--- src/rtl/jups_disp_pkg.sv ---
// Shared definitions for the 7-segment display path.
//   BCD_W       : width of one BCD digit code
//   disp_state_e: conversion sequencer states
//   min_digits(): decimal digits needed to show any WIDTH-bit unsigned value
package jups_disp_pkg;

    localparam int BCD_W = 4;

    typedef enum logic [1:0] {
        IDLE    = 2'd0,
        CONVERT = 2'd1,
        DONE    = 2'd2
    } disp_state_e;

    // floor(width * log10(2)) + 1 = digit count of 2^width - 1
    // (2^width is never a power of ten, so the floor form is exact)
    function automatic int min_digits(input int width);
        return (width * 30103) / 100000 + 1;
    endfunction

endpackage

--- src/rtl/bcd_adjust.sv ---
// Add-3 correction stage of the double-dabble converter.
//   bcd_i : DIGITS packed BCD nibbles, digit 0 in the low nibble
//   bcd_o : same nibbles, each incremented by 3 when it is >= 5
module bcd_adjust
    import jups_disp_pkg::*;
#(
    parameter int DIGITS = 5
) (
    input  logic [BCD_W*DIGITS-1:0] bcd_i,
    output logic [BCD_W*DIGITS-1:0] bcd_o
);

    always_comb begin
        bcd_o = bcd_i;
        for (int unsigned k = 0; k < DIGITS; k++) begin
            // carry out of the nibble is dropped; legal parameters keep it at 0
            if (bcd_i[k*BCD_W +: BCD_W] >= 4'd5)
                bcd_o[k*BCD_W +: BCD_W] = bcd_i[k*BCD_W +: BCD_W] + 4'd3;
        end
    end

endmodule

--- src/rtl/bcd_output_port.sv ---
// Binary-to-BCD output port feeding the per-digit 7-segment decoders.
//   clock    : system clock, rising edge
//   reset    : asynchronous, active-high
//   start    : conversion request, sampled only while idle
//   value    : unsigned binary operand, captured when start is accepted
//   busy     : high while converting or presenting the result
//   done     : one-cycle pulse, coincident with the digit update
//   digits   : BCD codes, digit i in bits [4i+3:4i]
//   digit_on : per-digit decoder enable (1 = show, 0 = blank)
module bcd_output_port
    import jups_disp_pkg::*;
#(
    parameter int WIDTH    = 16,
    parameter int DIGITS   = 5,
    parameter int LZ_BLANK = 1
) (
    input  logic                    clock,
    input  logic                    reset,
    input  logic                    start,
    input  logic [WIDTH-1:0]        value,
    output logic                    busy,
    output logic                    done,
    output logic [BCD_W*DIGITS-1:0] digits,
    output logic [DIGITS-1:0]       digit_on
);

    localparam int BW = BCD_W * DIGITS;
    localparam int SW = BW + WIDTH;
    localparam int CW = $clog2(WIDTH + 1);

    if (DIGITS < min_digits(WIDTH)) begin : g_param_check
        $error("bcd_output_port: DIGITS too small for WIDTH");
    end

    disp_state_e     state_q, state_d;
    logic [SW-1:0]   shreg_q, shreg_d;
    logic [CW-1:0]   cnt_q, cnt_d;
    logic [BW-1:0]   digits_q, digits_d;
    logic [DIGITS-1:0] on_q, on_d;

    logic [BW-1:0]   adj;
    logic [SW-1:0]   shifted;
    logic [BW-1:0]   bcd_next;
    logic [DIGITS-1:0] on_next;
    logic            last;

    bcd_adjust #(.DIGITS(DIGITS)) u_adjust (
        .bcd_i (shreg_q[SW-1 -: BW]),
        .bcd_o (adj)
    );

    assign shifted  = {adj, shreg_q[WIDTH-1:0]} << 1;
    assign bcd_next = shifted[SW-1 -: BW];
    assign last     = (cnt_q == CW'(WIDTH - 1));

    // Enable is computed from the final BCD field so it lands with the digits.
    always_comb begin
        logic seen;
        int unsigned idx;
        seen    = 1'b0;
        idx     = 0;
        on_next = '0;
        for (int unsigned k = 0; k < DIGITS; k++) begin
            idx  = DIGITS - 1 - k;
            seen = seen | (bcd_next[idx*BCD_W +: BCD_W] != '0);
            on_next[idx] = seen || (idx == 0) || (LZ_BLANK == 0);
        end
    end

    // State register
    always_ff @(posedge clock or posedge reset) begin
        if (reset) state_q <= IDLE;
        else       state_q <= state_d;
    end

    // Next-state logic
    always_comb begin
        state_d = state_q;
        case (state_q)
            IDLE:    if (start) state_d = CONVERT;
            CONVERT: if (last)  state_d = DONE;
            DONE:    state_d = IDLE;
            default: state_d = IDLE;
        endcase
    end

    // Output logic
    always_comb begin
        busy = (state_q != IDLE);
        done = (state_q == DONE);
    end

    // Datapath next-state
    always_comb begin
        shreg_d  = shreg_q;
        cnt_d    = cnt_q;
        digits_d = digits_q;
        on_d     = on_q;
        case (state_q)
            IDLE: begin
                if (start) begin
                    shreg_d = SW'(value);
                    cnt_d   = '0;
                end
            end
            CONVERT: begin
                shreg_d = shifted;
                cnt_d   = cnt_q + 1'b1;
                if (last) begin
                    digits_d = bcd_next;
                    on_d     = on_next;
                end
            end
            default: ;
        endcase
    end

    always_ff @(posedge clock or posedge reset) begin
        if (reset) begin
            shreg_q  <= '0;
            cnt_q    <= '0;
            digits_q <= '0;
            on_q     <= '0;
        end else begin
            shreg_q  <= shreg_d;
            cnt_q    <= cnt_d;
            digits_q <= digits_d;
            on_q     <= on_d;
        end
    end

    assign digits   = digits_q;
    assign digit_on = on_q;

endmodule

--- config.mk ---
export PLATFORM = sky130hd
export DESIGN_NAME = bcd_output_port
export DESIGN_NICKNAME = d
export VERILOG_FILES = /design/src/rtl/jups_disp_pkg.sv /design/src/rtl/bcd_adjust.sv /design/src/rtl/bcd_output_port.sv
export SDC_FILE = /design/constraint.sdc
export NUM_CORES = 1
export LEC_CHECK = 0
export CORE_ASPECT_RATIO = 1.4
export CORE_MARGIN = 10
export CORE_UTILIZATION = 55
export CTS_CLUSTER_DIAMETER = 100
export DETAILED_ROUTE_END_ITERATION = 7
export PLACE_DENSITY = 0.8
export SYNTH_ARGS = -nofsm -noshare
export SYNTH_HDL_FRONTEND = slang
export SYNTH_SLANG_ARGS = --single-unit
--- constraint.sdc ---
create_clock -name clock -period 4.61 [get_ports clock]
set_input_delay 0.461 -clock clock [delete_from_list [all_inputs] [get_ports clock]]
set_output_delay 0.461 -clock clock [all_outputs]
set_load 0.05 [all_outputs]
## Word level (Yosys, flattened, before mapping)

Cells that the tools add are included.

| cells by class | value |
|---|---|
| add/subtract/negate cells | 6 |
| order comparisons | 5 |
| eq/ne operators | 5 |
| muxes and demuxes | 12 |
| bitwise logic cells | 3 |
| reductions and logical operators | 10 |

Operators by type and width:

| operator | count |
|---|---|
| 36-bit case mux with 2 select lines | 1 |
| 36-bit two-way mux | 1 |
| 4-bit by 3-bit >= comparator with 1-bit output (second input constant) | 5 |
| 4-bit by 2-bit adder with 4-bit output (second input constant) | 4 |
| 4-bit two-way mux | 4 |
| 4-bit nonzero test | 4 |
| 5-bit case mux with 2 select lines | 1 |
| 2-bit AND reduction | 3 |
| 5-bit by 1-bit adder with 5-bit output (second input constant) | 1 |
| 5-bit by 4-bit equality test with 1-bit output (second input constant) | 1 |
| 5-bit two-way mux | 1 |
| 2-bit two-way mux | 2 |
| 2-bit != test (second input constant) | 2 |
| 2-bit case mux with 2 select lines | 1 |
| 2-bit nonzero test | 2 |
| 3-bit by 2-bit adder with 3-bit output (second input constant) | 1 |
| 3-bit two-way mux | 1 |
| 1-bit bitwise OR | 3 |
| 2-bit by 1-bit equality test with 1-bit output (second input constant) | 1 |
| 2-bit equality test (second input constant) | 1 |
| 2-bit zero test | 1 |

| word-level totals | value |
|---|---|
| register bits after elaboration | 68 |
| bits of input ports | 19 |
| output and inout port bits | 27 |
| word-level logic and storage cells | 46 |

## Longest topological paths before layout

| logic depth | value |
|---|---|
| depth after elaboration | 6 |
| mapped depth | 8 |
| depth with buffers taken out | 7 |

## Hierarchy

Synthesis repeated with hierarchy kept, for this count alone.

| second synthesis, totals | value |
|---|---|
| cell total of the unflattened synthesis | 293 |
| area total of the unflattened synthesis | 3,253.1 sq um |

Modules (own cells, without submodules):

| module | instances | cells each | area each (sq um) | seq. area each (sq um) |
|---|---|---|---|---|
| bcd_output_port | 1 | 213 | 2,746.4 | 1,701.6 |
| bcd_adjust | 1 | 80 | 506.7 | 0.0 |

## Worst setup path after synthesis

Ideal clock, no wire load.

| path | value |
|---|---|
| path type | register to output |
| from | register state_q[1] |
| to | output done |
| data arrival time | 1.684 ns |
| required time | 4.149 ns |
| slack | 2.465 ns |
| stages on the path, launching flop included | 4 |
| path buffers | 2 |
| cells stage by stage | dfrtp_1 -> clkbuf_1 -> clkbuf_1 -> nor2b_1 |

| between the ends | value |
|---|---|
| word-level cells in the longest chain between the ends | 1 |

RTL lines:

| what | line | text |
|---|---|---|
| from (decl) | bcd_output_port.sv:35 | `disp_state_e state_q, state_d;` |
| from (signal assigned) | bcd_output_port.sv:73 | `else state_q <= state_d;` |
| 2-bit equality test | bcd_output_port.sv:90 | `done = (state_q == DONE);` |
| to (decl) | bcd_output_port.sv:22 | `output logic done,` |

Every way passes these cells.

## Final worst setup path

Ends and elaborated chain as after synthesis.

==> metrics.cfg <==
[cts]
htreeDepth = 3
ctsResizeCount = 0
clk_latency_ns = 0.35
clk_pin_slew_ns = 0.08
cts_buffer_depth = 2
postCtsHoldBufs = 0
cts_buffers = 9
clockRootBuffer = clkbuf_8
cts_sinks = 68
cts_tree = yes
postCtsSetupRepairBufs = 0

[synthesis]
synth_top_area_cell = dfrtp_1
synth_area_per_cell_sq_um = 9.401
synth_cell_type_count = 39
synth.yosys.warnings = 0
syn-num-nets = 391
syn-cell-area_sq_um = 3384
yosysTopAreaCellShare = 0.5028
ys_seq_elements = 68
ys_top_cells_by_area = dfrtp_1, o21ai_0, nand2_1
syn_inst = 360
ys_seq_area_frac = 0.5028

[run_status]
outcome = finished clean

[final_layout]
areaGrowthSynthToFinish_pct = 21.55
nets = 431
drive_gt1_frac = 0.08642
nFillCells = 500
insertedDiodeCount = 0

[timing]
hold_viol_final = 0
finClkSkew_ns = 0.01264
post-route-period-util = 0.5748
rsz0062_at_grt = no
setup_violations = 0
max_freq_mhz = 377.4
period_minus_slack_ns = 2.650
relSlewSlack = 0.2593
tightest_slew_ns = 1.109
slew_violations = 0
setup_tns_ns = 0

[setup_path]
r2r_cells = 8
worst_setup_path_end_kind = primary output
reg2reg_from = cnt_q[0]
critical_path.max_fanout = 23
crit_type = flip-flop to primary output
worstPathArrival_ns = 2.19
required_ns = 4.15
crit_start = state_q[1]
timing.rr.end = digit_on[4]
r2r_slack_ns = 2.49
startpoint_type = flip-flop
crit_end = done

[route]
antenna_left = 0
firstDrtPassIters = 5
vias_per_cell = 5.589
drtIter0Drc = 139
wirelength_um = 7223
wl_per_cell_um = 15.21
drc = 0
num_vias = 2655

[floorplanning]
ios = 46
die_w_um = 86.30
core_sq_um = 5904
start_util = 0.5732
rows = 33
die_h_um = 112.8
die_area_sq_um = 9736

[grt]
grt_use_total = 0.1575
grt_max_degree = 42
grt_pass1_vias = 2741
grt_first_pass_wirelength_um = 12650
grt-ovfl-total = 0
antenna_found_initial = 0

[placed_design]
dp_hpwl_um = 4984
io_buffers = 45
place_congestion = 0.7846

[power]
p_leak_nw = 1.768
ir_worst_vdd_v = 0.0003074
p_total_mw = 3.253
powerDensity_nw_per_um2 = 790.7

[run]
max-cap-violations = 0

[hold_path]
min_path_type = flip-flop to flip-flop

-- cell usage in the layout (no fill, tap or decap), types with 10 or more instances in the layout --
cell type | Yosys | layout
nor2b_1 | 19 | 19
nor2_1 | 10 | 10
a22oi_1 | 15 | 15
clkbuf_8 | 0 | 10
dfrtp_1 | 68 | 68
inv_1 | 13 | 12
nand2_1 | 52 | 52
clkdlybuf4s50_1 | 0 | 45
o21ai_0 | 64 | 64
ha_1 | 12 | 12
a21oi_1 | 28 | 28
-- how the worst min path moves through the flow --
stage,from,end,cells past startpoint
2_1_floorplan,cnt_q[4],cnt_q[4],2
3_5_place_dp,digit_on[0],digit_on[0],1
4_1_cts,digit_on[0],digit_on[0],1
3_3_place_gp,digit_on[0],digit_on[0],1
6_report,digit_on[0],digit_on[0],1
5_1_grt,digits[6],digits[6],2
-- per-stage QoR --
step / worst slack (ns) / hold slack (ns) / instance area, sq um / instances / utilization
2_1_floorplan: 2.437 / 0.4498 / 3385 / 360 / -
3_3_place_gp: 1.970 / 0.4490 / 3865 / 459 / 0.6546
3_5_place_dp: 1.872 / 0.4529 / 3865 / 459 / 0.6546
4_1_cts: 1.936 / 0.4739 / 4114 / 475 / 0.6968
5_1_grt: 1.845 / 0.5129 / 4114 / 475 / 0.6968
6_report: 1.960 / 0.4662 / 4114 / 475 / 0.6968
-- where the power goes --
part           internal [mW]  total (mW)  leakage, nW  switching, mW
clock                  0.374       0.609        0.122          0.235
sequential             0.853        1.09        0.869          0.237
combinational          0.600        1.55        0.777          0.954
-- cell type report --
type,instances,area (sq um),share of cell area
timing repair buffer,49,480.5,0.1168
multi-input combinational,258,1543,0.3750
tap,70,87.58,0.02129
inverter,14,52.55,0.01277
clock buffer,10,137.6,0.03345
clock inverter,6,111.4,0.02707
sequential,68,1702,0.4136
-- layer usage --
layer | GRT usage | up-vias | share of wire
met5 | 0 | - | 0
met4 | 0.06934 | 0 | 0.017
met3 | 0.05887 | 10 | 0.060
met2 | 0.2511 | 64 | 0.49
met1 | 0.1841 | 1255 | 0.43
li1 | - | 1326 | -
-- kinds of logic after synthesis --
| logic type | synth area share |
|---|---|
| AO/OA/AOI/OAI | 0.2085 |
| XOR/XNOR | 0.01294 |
| adder cells (fa/ha/maj) | 0.04436 |
| buffers and inverters | 0.04140 |
| flip-flops | 0.5028 |
| multiplexers | 0.02181 |
| AND/OR/NAND/NOR | 0.1682 |
-- sequential cells by signal, indices dropped and copies added (netlist names) --
name and flops:
state_q 2, digits 20, shreg_q 36, digit_on 5
cnt_q 5
-- cells in the mapped netlist (all sizes together) --
master   instances
dfrtp           68
o21ai           67
nand2           52
a21oi           31
nor2b           19
a22oi           15
inv             13
clkbuf          12
ha              12
nor2            10
buf              8
nand2b           7
nor3             7
nor3b            7
xnor2            5
mux2i            4
a22o             3
a31oi            3
mux2             3
a21o             2
and3             2
nand3b           2
a2111oi          1
and4             1
clkinv           1
nand3            1
nor4             1
o21bai           1
or2              1
or3b             1
-- critical path, cell delays in order (launching register included) --
cell	delay, ns
dfrtp_1	0.79
nor2b_1	0.22
clkdlybuf4s50_1	0.83
(Power assumes the default switching activity.)
